## src/rtl/ifu_fetch.sv

```systemverilog
// Instruction fetch front end: owns the fetch PC, issues single-outstanding word reads
// to instruction memory and buffers returned instructions in a small FIFO for decode.
module ifu_fetch #(
   parameter logic [31:0] RESET_PC = 32'h8000_0000,
   parameter int          DEPTH    = 2
) (
   input  logic        clk,
   input  logic        rst,
   input  logic        redirect_valid,
   input  logic [31:0] redirect_pc,
   output logic        imem_req,
   output logic [31:0] imem_addr,
   input  logic        imem_gnt,
   input  logic        imem_rvalid,
   input  logic [31:0] imem_rdata,
   output logic        inst_valid,
   input  logic        inst_ready,
   output logic [31:0] inst,
   output logic [31:0] inst_pc
);

   localparam int AW = (DEPTH > 1) ? $clog2(DEPTH) : 1;
   localparam int CW = AW + 1;

   typedef enum logic [1:0] {S_IDLE, S_REQ, S_WAIT} state_t;

   typedef struct packed {
      logic [31:0] word;
      logic [31:0] pc;
   } entry_t;

   state_t          state, state_nxt;
   logic [31:0]     fetch_pc, fetch_pc_nxt;
   logic [31:0]     req_pc;
   logic            drop, drop_nxt;
   entry_t          mem [DEPTH];
   logic [AW-1:0]   rd_ptr, wr_ptr;
   logic [CW-1:0]   count, count_nxt;
   logic            push, pop;

   assign inst_valid = (count != '0);
   assign pop        = inst_valid & inst_ready;
   // A redirect on the same edge discards the returning word along with the FIFO.
   assign push       = (state == S_WAIT) & imem_rvalid & ~drop & ~redirect_valid;
   assign count_nxt  = count + CW'(push) - CW'(pop);

   assign imem_req  = (state == S_REQ) & ~rst;
   assign imem_addr = fetch_pc;
   assign inst      = mem[rd_ptr].word;
   assign inst_pc   = mem[rd_ptr].pc;

   always_comb begin
      state_nxt    = state;
      fetch_pc_nxt = fetch_pc;
      drop_nxt     = drop;
      case (state)
         S_IDLE: if (count < CW'(DEPTH)) state_nxt = S_REQ;
         S_REQ: begin
            if (imem_gnt) begin
               fetch_pc_nxt = fetch_pc + 32'd4;
               state_nxt    = S_WAIT;
            end
         end
         S_WAIT: begin
            if (imem_rvalid) begin
               drop_nxt  = 1'b0;
               state_nxt = (count_nxt < CW'(DEPTH)) ? S_REQ : S_IDLE;
            end
         end
         default: state_nxt = S_IDLE;
      endcase

      // Redirect overrides the fetch address; an in-flight read is marked stale.
      if (redirect_valid) begin
         fetch_pc_nxt = {redirect_pc[31:2], 2'b00};
         case (state)
            S_IDLE:  state_nxt = S_REQ;
            S_REQ:   if (imem_gnt) drop_nxt = 1'b1;
            S_WAIT: begin
               if (imem_rvalid) state_nxt = S_REQ;
               else             drop_nxt  = 1'b1;
            end
            default: state_nxt = S_IDLE;
         endcase
      end
   end

   always_ff @(posedge clk or posedge rst) begin
      if (rst) begin
         state    <= S_REQ;
         fetch_pc <= RESET_PC;
         req_pc   <= RESET_PC;
         drop     <= 1'b0;
         rd_ptr   <= '0;
         wr_ptr   <= '0;
         count    <= '0;
         // NOTE: the FIFO storage is reset so inst/inst_pc read as zero out of reset.
         for (int i = 0; i < DEPTH; i++) mem[i] <= '0;
      end else begin
         state    <= state_nxt;
         fetch_pc <= fetch_pc_nxt;
         drop     <= drop_nxt;
         if (state == S_REQ && imem_gnt) req_pc <= fetch_pc;
         if (redirect_valid) begin
            count  <= '0;
            rd_ptr <= '0;
            wr_ptr <= '0;
         end else begin
            count <= count_nxt;
            if (push) begin
               mem[wr_ptr] <= '{word: imem_rdata, pc: req_pc};
               wr_ptr      <= wr_ptr + AW'(1);
            end
            if (pop) rd_ptr <= rd_ptr + AW'(1);
         end
      end
   end

endmodule

```

## config.mk

```make
export PLATFORM = sky130hd
export DESIGN_NAME = ifu_fetch
export DESIGN_NICKNAME = d
export VERILOG_FILES = /design/src/rtl/ifu_fetch.sv
export SDC_FILE = /design/constraint.sdc
export NUM_CORES = 1
export LEC_CHECK = 0
export CAP_MARGIN = 5
export CORE_UTILIZATION = 56
export DETAILED_ROUTE_END_ITERATION = 12
export PLACE_DENSITY = 0.85
export REMOVE_ABC_BUFFERS = 1
export SYNTH_ARGS = -nofsm -noshare
export SYNTH_HDL_FRONTEND = slang
export SYNTH_SLANG_ARGS = --single-unit
```

## constraint.sdc

```tcl
create_clock -name clk -period 16.7 [get_ports clk]
set_input_delay 2.505 -clock clk [delete_from_list [all_inputs] [get_ports clk]]
set_output_delay 2.505 -clock clk [all_outputs]
set_load 0.02 [all_outputs]
```

* Yosys cells after proc, flatten, opt, wreduce, memory -nomap -nowiden *
Index checks and enable logic that the tools add are counted.

operators by class
  $add $sub $neg = 5
  $mul = 0
  divide/modulo/power cells = 0
  magnitude comparators = 5
  eq/ne operators = 2
  shift-type cells = 0
  mux-type cells = 28
  bitwise gates (word level) = 10
  reductions and logical operators = 10

operators by type and width
  kind                                                                           count
  64-bit 2-to-1 mux                                                              4
  128-bit bitwise mux                                                            1
  32-bit 2-to-1 mux                                                              3
  64-bit demux with 1-bit select                                                 1
  32-bit by 3-bit adder with 32-bit output (second input constant)               1
  2-bit 2-to-1 mux                                                               6
  2-bit case mux with 3 select lines                                             2
  1-bit 2-to-1 mux                                                               10
  2-bit nonzero test                                                             5
  1-bit bitwise AND                                                              5
  2-bit greater-or-equal comparator (second input constant)                      2
  2-bit less-than comparator (second input constant)                             2
  1-bit inverter with 2-bit output                                               2
  2-bit AND reduction                                                            2
  1-bit inverter                                                                 3
  1-bit adder (second input constant)                                            2
  2-bit by 1-bit adder with 2-bit output                                         1
  2-bit by 1-bit equality test with 1-bit output (second input constant)         1
  2-bit equality test (second input constant)                                    1
  1-bit logical AND                                                              2
  2-bit logical NOT                                                              1
  2-bit by 1-bit less-than comparator with 1-bit output (second input constant)  1
  1-bit case mux with 2 select lines                                             1
  2-bit by 1-bit subtractor with 2-bit output                                    1

storage, ports and cells
  flip-flop bits (word level) = 199
  bits in latches = 0
  bits in writable memories = 0
  bits in read-only memories = 0
  bits of input ports = 70
  output and inout port bits = 98
  word-level logic and storage cells = 71
  memories = 0

* Longest topological paths before layout *
Gate-level depths: netlist of the first run.

  word-level depth = 13
  depth in mapped cells = 11
  mapped depth without buffers = 11

* Worst setup path after synthesis of the first run *
Ideal clock, no wire load.

  path kind = input-to-output
  start = in rst
  end = out imem_req
  arrival = 2809 ps
  required time = 14195 ps
  path slack = 11386 ps
  cell stages on the path = 1
  path buffers = 0
  cell sequence = nor2b_1

between the ends
  longest elaborated chain between the ends = 2

ends and longest elaborated chain
  item               line  text
  from (decl)        8     input logic rst,
  1-bit inverter     47    assign imem_req = (state == S_REQ) & ~rst;
  1-bit bitwise AND  47
  to (decl)          11    output logic imem_req,

Every way passes these cells.

* Final worst setup path of the first run *
Same ends and word-level chain as after synthesis.

==> results of run 1 <==
## registers in the layout, indices dropped and copies added, names as in the netlist
name       count
count          2
drop           1
imem_addr     30
mem          124
rd_ptr         1
req_pc        30
state          2
wr_ptr         1
## power by group through the flow
stage / logic, mW / clock network [mW] / registers, mW
after floorplan: 0.322 / 0 / 0.656
after global placement: 0.524 / 0 / 0.657
after detailed placement: 0.540 / 0 / 0.673
after CTS: 0.544 / 0.427 / 0.666
after global routing: 0.575 / 0.447 / 0.683
final: 0.540 / 0.422 / 0.665
## critical path, stage by stage
cell and delay, ns:
sky130_fd_sc_hd__clkdlybuf4s50_1 0.51, sky130_fd_sc_hd__nor2b_1 0.15, sky130_fd_sc_hd__clkdlybuf4s50_1 0.61
## per-stage QoR
stage          power [mW]  utilization  hold slack, ns
2_1_floorplan       0.978            -           0.460
3_3_place_gp         1.18        0.685           0.473
3_5_place_dp         1.21        0.685           0.485
4_1_cts              1.64        0.726           0.501
5_1_grt              1.71        0.726           0.511
6_report             1.63        0.726           0.495
## final cells by class
class	count	area (µm²)	share of cell area
repair buffers	165	1640	0.149
clock inverters	12	156	0.0142
clock buffers	20	457	0.0416
well taps	188	235	0.0214
multi-input cells	416	3660	0.333
flip-flops and latches	191	4780	0.435
inverters	13	56.3	0.00512
## cells in the mapped netlist, types with 2 or more instances
cell / number / area, µm²
sky130_fd_sc_hd__nor3_1: 3 / 15.0
sky130_fd_sc_hd__nand3_1: 20 / 100
sky130_fd_sc_hd__and2_1: 2 / 12.5
sky130_fd_sc_hd__o21ai_0: 21 / 105
sky130_fd_sc_hd__and3_1: 2 / 12.5
sky130_fd_sc_hd__inv_1: 12 / 45.0
sky130_fd_sc_hd__nand4_1: 9 / 56.3
sky130_fd_sc_hd__o31ai_1: 5 / 37.5
sky130_fd_sc_hd__buf_2: 8 / 40.0
sky130_fd_sc_hd__o211ai_1: 6 / 45.0
sky130_fd_sc_hd__nor2_1: 17 / 63.8
sky130_fd_sc_hd__clkbuf_1: 21 / 78.8
sky130_fd_sc_hd__ha_1: 7 / 87.6
sky130_fd_sc_hd__or4b_2: 2 / 20.0
sky130_fd_sc_hd__and4_1: 3 / 26.3
sky130_fd_sc_hd__dfrtp_1: 188 / 4700
sky130_fd_sc_hd__o311ai_0: 2 / 17.5
sky130_fd_sc_hd__nand2_1: 39 / 146
sky130_fd_sc_hd__o41ai_1: 2 / 17.5
sky130_fd_sc_hd__or4_1: 11 / 82.6
sky130_fd_sc_hd__mux2_2: 211 / 2380
sky130_fd_sc_hd__dlygate4sd1_1: 2 / 17.5
sky130_fd_sc_hd__nor4_1: 3 / 18.8
sky130_fd_sc_hd__dfstp_2: 3 / 78.8
sky130_fd_sc_hd__a31oi_1: 10 / 62.6
sky130_fd_sc_hd__xnor2_1: 7 / 61.3
sky130_fd_sc_hd__nor2b_1: 3 / 18.8
sky130_fd_sc_hd__buf_6: 2 / 22.5
sky130_fd_sc_hd__or2_2: 2 / 12.5
sky130_fd_sc_hd__buf_4: 4 / 30.0
sky130_fd_sc_hd__xor2_1: 9 / 78.8
## routing by layer
layer  global-route usage  part of all wire  up-vias  wire length (µm)
met5                    0                 0        -                 0
met4                0.105             0.022        0               426
met3               0.0590             0.056       37              1090
met2                0.430              0.50      192              9710
met1                0.325              0.42     2962              8120
li1                     -                 -     2658                 -
## cells by family after synthesis
group                      after synthesis
xor gates and xnor gates                16
muxes                                  212
other                                    1
buffers and inverters                   52
AOI/OAI and AO/OA                       52
and+or+nand+nor                        125
adders and majority gates                7
DFF                                    191
## how the worst min path moves through the flow
stage	slack, ns	start	end
final	0.49	req_pc[4]	req_pc[4]
after global routing	0.51	mem[33]	mem[33]
after CTS	0.50	req_pc[4]	req_pc[4]
after detailed placement	0.48	req_pc[4]	req_pc[4]
after global placement	0.47	req_pc[4]	req_pc[4]
after floorplan	0.46	req_pc[4]	req_pc[4]
==> run summary, run 1 <==
The number of antenna violations at the first check in global routing was 0; the mean instance size in the synthesized netlist was 13.2 µm². Setup repair after global routing left no endpoint under its margin. The worst hold path was traced through 2 stages. The routed layout has 5849 vias.

The category of the critical setup timing path was input pin to output port. Power spread over the standard cell area amounts to 148 nW/µm². After routing the design area is 11000 µm².

At the worst endpoint, the arrival time is 3.78 ns. The die is 126 µm tall. After detailed routing, the average wire length per cell comes to 19.2 µm. For this design the total switching power over the nets is 0.501 mW. Yosys mapped a number of flops with a built-in enable equal to 0. CTS placed an instance of sky130_fd_sc_hd__clkbuf_16 at the clock tree root. The startpoint of the most critical setup path is rst. The run finished with clean final reports. Routability-driven placement finished with a final weighted congestion of 0.792. Once routing completed, OpenROAD measured the worst setup slack at 10.42 ns.

The share of cell area taken by muxes after synthesis was 0.276; the total die area was 16000 µm². The largest fanout on the critical path came out at 2. For this run, the leading register cell type out of synthesis is sky130_fd_sc_hd__dfrtp_1.

After detailed routing, the number of vias per cell comes to 5.82. The logs give 0.240 for the worst slew slack as a fraction of its limit and 101 for the maximum number of pins on one net before global-route repair. The min-delay analysis places its worst path in the category register to register.

For the worst setup path, the data required time is 14.20 ns. The number of cells upsized or downsized after cts is 0, and the number of detailed-route iterations in the first pass is 4. Proportion of power drawn by flip-flops and latches: 0.409. Number of instances in the synthesized netlist: 656. The part of the power in combinational logic was 0.332; the placed instance count was 973. The internal power was 1.13 mW; the setup fix buffers added after clock tree synthesis was 0. In this run the cell area of the synthesized design comes to 8660 µm².

The run gives 0.43 ns as the worst-skew pair later-pin latency. The run gives 0.552 as the portion of the post-synthesis area used by sequential elements. Summed over all layers, the routed wires come to 19300 µm. The number of max-slew violations in the final report is 0, and the count of state elements after synthesis is 191.

The element type at the critical path start was an input pin. The critical path ends at imem_req. For this design the static power due to leakage is 4.94 nW.

The residual antenna-violating net count after detailed routing was 0. The adder and majority cell fraction of the synthesized area came out at 0.0101. Leaving out fill and tap cells, the most frequent cells in the layout are sky130_fd_sc_hd__mux2_2 (211), sky130_fd_sc_hd__dfrtp_1 (187), sky130_fd_sc_hd__clkdlybuf4s50_1 (161). Clock tree synthesis inserted a total of 17 buffers.

The area fraction in and, or, nand and nor cells after synthesis is 0.0779, and the number of diodes is 0. The path depth of the worst reg2reg path was 8. Summed over all failing endpoints, the final setup total negative slack is 0 ns. The transition time at the pin with the least slew margin is 1.14 ns.

The layout cell share with drive strength beyond 1 works out to 0.324. The worst setup path is captured at an output port. The tools report the number of standard cells in the layout, taps in and fillers out as 1005.

The tools report the proportion of power drawn by the clock network as 0.259. The distinct cell type count of the synthesized netlist was 51. Setup slack on the worst reg-to-reg path comes out at 13.63 ns.

Across the run, the number of max-cap violations was 0. The post-synthesis xor/xnor area fraction works out to 0.0162. Relative to the synthesized area, the layout overhead comes to 26.9%. The switching share of total power works out to 0.308. In this run, post-CTS hold repair placed 0 buffers.

The library cell used most frequently in the layout, excluding fill and tap cells, is sky130_fd_sc_hd__mux2_2. The final cycle utilization of the critical path was 0.376. Static timing analysis puts the maximum clock frequency at 159 MHz. The first routing iteration left 329 violations.

For this run, the number of Yosys warnings is 0. The logs give 0.257 for the all-layer global routing usage and 12700 µm for the half-perimeter wire length after placement. Initial core utilization: 0.572. The number of buffers between clock root and the deepest sink is 2, and the hold violation total from the final report is 0.

The number of port buffers was 161; the final-layout fill cell count was 1041. 168 I/O pins were placed. In this run the number of H-tree levels came out at 4. The tools report the placement-stage cell area as 10400 µm². For the final database, setup skew stands at 0.00684 ns.

The run gives 6051 as the via count of the first global-routing pass. The time the worst path needs with I/O delays and setup came out at 6.28 ns. The proportion of register bits with asynchronous set or reset after synthesis is 1.00. The floorplan step defined a core boundary enclosing 15100 µm².

After synthesis, the largest family of logic cells by area is multiplexers. The compound-gate portion of the synthesized area was 0.0390. The first global-routing pass estimated 31600 µm of wire.

Beginning of the worst register-to-register path: state[0]. After floorplanning, the core was divided into 45 placement rows. The number of endpoints failing setup at the final stage is 0.

For this run the aggregate overflow at the end of global routing stands at 0. The floorplan step set the die width to 126 µm. TritonCTS built the clock tree. Clock-pin slew was measured on the worst setup and hold paths at 0.06 ns.

The worst-case IR drop observed on VDD is 0.0859 mV. After detailed routing, the number of remaining DRC violations is 0. Before CTS, the worst setup slack after placement is 10.43 ns. The worst flop-to-flop path endpoint was mem[68]. The post-layout net count was 881. Clock tree synthesis found a total of 191 sinks.
No activity file was read; power rests on OpenSTA's default activity.
==> run 2, diff against run 1 <==
--- a/config.mk
+++ b/config.mk
@@ -6,9 +6,9 @@
 export NUM_CORES = 1
 export LEC_CHECK = 0
 export CAP_MARGIN = 5
-export CORE_UTILIZATION = 56
+export CORE_UTILIZATION = 52
 export DETAILED_ROUTE_END_ITERATION = 12
-export PLACE_DENSITY = 0.85
+export PLACE_DENSITY = 0.8
 export REMOVE_ABC_BUFFERS = 1
 export SYNTH_ARGS = -nofsm -noshare
 export SYNTH_HDL_FRONTEND = slang
==> constraint.sdc (replaced) <==
create_clock -name clk -period 6.4 [get_ports clk]
set_input_delay 0.96 -clock clk [delete_from_list [all_inputs] [get_ports clk]]
set_output_delay 0.96 -clock clk [all_outputs]
set_load 0.02 [all_outputs]
==> run 2 against run 1 <==
Net effect:
- first-iteration DRC count is 11% lower
- combinational power grew to 2.6 times the previous value
- worst setup slack worse by 7.8 ns
- final area is 0.17% lower
- flip-flop and latch count stayed put
- critical path depth stayed put
- total power grew to 2.5 times the previous value
- highest routed layer unchanged
==> run summary, run 2 (synthesis gave the netlist of run 1 again) <==
The run finished with clean final reports. After detailed routing, the average wire length per cell comes to 18.6 µm. The time the worst path needs with I/O delays and setup came out at 3.78 ns. The logs give 17 for the TritonCTS buffer count and 5780 for the via count of the routed design.

The HPWL after detailed placement is 12600 µm. The x dimension of the die was 131 µm. The startpoint of the tightest hold check path was req_pc[4]. After clock tree synthesis, the clock-pin slew on the worst setup and hold paths is 0.07 ns. In this design, the largest share of critical-path delay is due to buffers and inverters. TritonCTS built the clock tree. The worst setup path is launched from a register.

After clock tree synthesis, the repair step resized 0 gates. The initial core utilization is 0.539, and the number of max-slew violations in the final report is 0. The total stage count of the critical path is 3, and the layout cell share with drive strength beyond 1 is 0.324. Across the routed clock network, the largest skew measured is 0.00726 ns. Path depth of the worst reg2reg path: 8.

The most critical setup path has its startpoint at rd_ptr. For this run, the detailed router's first-pass iteration total came to 5. The level count of the clock H-tree is 4. For the pin with the worst max-slew slack, the measured transition is 0.987 ns.

The y dimension of the die came out at 131 µm. In this run the clock root is driven by a sky130_fd_sc_hd__clkbuf_16. Dividing total power by cell area gives a power density of 378 nW/µm². The die covers 17200 µm². Category of the critical setup timing path: register to output port. The worst register-to-register path begins at state[0].

After routing, the total negative slack on setup checks comes to 0 ns. At the worst endpoint, the required time is 5.44 ns. The number of antenna violations at the first check in global routing was 0. Post-layout net count: 881. For the max-capacitance violation count, the log shows 0. The number of hold-repair buffers added at the cts stage came out at 0. Across the VDD grid, the largest voltage drop is 0.242 mV. The number of standard cells in the layout, taps in and fillers out came out at 1033.

The number of setup buffers added after CTS is 0. The tools report the worst-case hold path end point as req_pc[4]. Along the worst path, the maximum fanout reaches 45.

0 antenna diodes ended up in the layout. The reg-to-reg setup timing slack is 3.45 ns. For this block, the initial DRC count from the detailed router was 294. The number of endpoints failing setup at the final stage was 0. The residual antenna-violating net count after detailed routing was 0.

The floorplan row count is 46, and the via count normalized by instance count is 5.60. Worst flop-to-flop path endpoint: mem[90]. The critical path goes through buf_4, mux2_2, clkdlybuf4s50_1.

The final cycle utilization of the critical path is 0.590. The design draws 4.14 mW. Highest attainable clock frequency: 265 MHz. Classification of the worst-slack hold path: register to register. The worst setup path is captured at an output port.

Setup repair after global routing left no endpoint under its margin. For the number of buffers between clock root and the deepest sink, the log shows 2. Summed over all cells, the static leakage comes to 4.90 nW. The total I/O pin count was 168.

The all-layer global routing usage came out at 0.237. From synthesis to final layout, the design area changed by 26.7%. Global routing finished with a remaining overflow of 0. Wires add up to 19200 µm.

The worst stage delay on the critical path was 0.74 ns. Hold timing on the final database bottoms out at a slack of 0.501 ns. The logs give 30700 µm for the global-route wire length before repair and 1001 for the placed instance count. The floorplan step defined a core boundary enclosing 16100 µm². Counting flops per register, the top entry is mem. Leaving out fill and tap cells, the most frequent cell in the layout is sky130_fd_sc_hd__mux2_2. Input and output buffers added on the ports amount to 161. The via count of the first global-routing pass was 6053; the clock sink count was 191.

The worst slew slack as a fraction of its limit came out at 0.340. Leaving out fill and tap cells, the most frequent cells in the layout are sky130_fd_sc_hd__mux2_2 (211), sky130_fd_sc_hd__dfrtp_1 (187), sky130_fd_sc_hd__clkdlybuf4s50_1 (161). Entering global routing, the biggest net connects 131 pins.

The tools report the hold violation total from the final report as 0. The worst hold path was traced through 2 stages. Data arrives at the worst endpoint at 2.82 ns. The post-layout utilization of the core came out at 0.683.

The critical path buffer and inverter count is 2. The flip-flop count of the largest register after layout is 124, and the routability congestion estimate from global placement is 0.792. The logs give 0.43 ns for the worst-skew pair later-pin latency and 0 for the remaining design rule violation count.

The slowest stage of the critical path belongs to the cell sky130_fd_sc_hd__dfrtp_2.
-- run 2: cell count changes in the layout (fill, tap and decap cells not counted), sizes merged --
cell,change
clkinvlp,+2
inv,+2
clkinv,+1
bufinv,-3
clkbuf,-2
-- run 2: metal layers --
layer	part of all wire	track usage
met1	0.43	0.297
met2	0.50	0.403
met3	0.054	0.0505
met4	0.020	0.0913
met5	0	0
-- run 2: cell type report --
class	count	area, µm²
Fill cell	1117	5090
Sequential cell	191	4780
Multi-Input combinational cell	416	3660
Timing Repair Buffer	165	1640
Clock buffer	18	429
Tap cell	216	270
Clock inverter	14	130
Inverter	13	56.3
-- run 2: through the flow --
step,area (µm²),setup WS [ns]
floorplan,8470,0.246
global placement,10400,2.54
detailed placement,10400,2.54
CTS,11000,2.57
global route,11000,2.49
finish,11000,2.62
-- run 2: worst max path at each step --
stage | to
CTS | inst[28]
finish | inst[28]
floorplan | count[0]
global route | inst_pc[31]
detailed placement | mem[94]
global placement | mem[121]
-- run 2: report_power, final --
| part | switching [mW] | internal [mW] | leakage, nW |
|---|---|---|---|
| Clock | 0.491 | 0.513 | 0.266 |
| Combinational | 0.636 | 0.777 | 2.16 |
| Sequential | 0.207 | 1.52 | 2.48 |
-- run 2: worst min-delay path: cells and delay by family, from the launching register on --
| family | cells | cell delay [ns] |
|---|---|---|
| and+or+nand+nor | 2 | 0.11 |
| DFF | 1 | 0.36 |
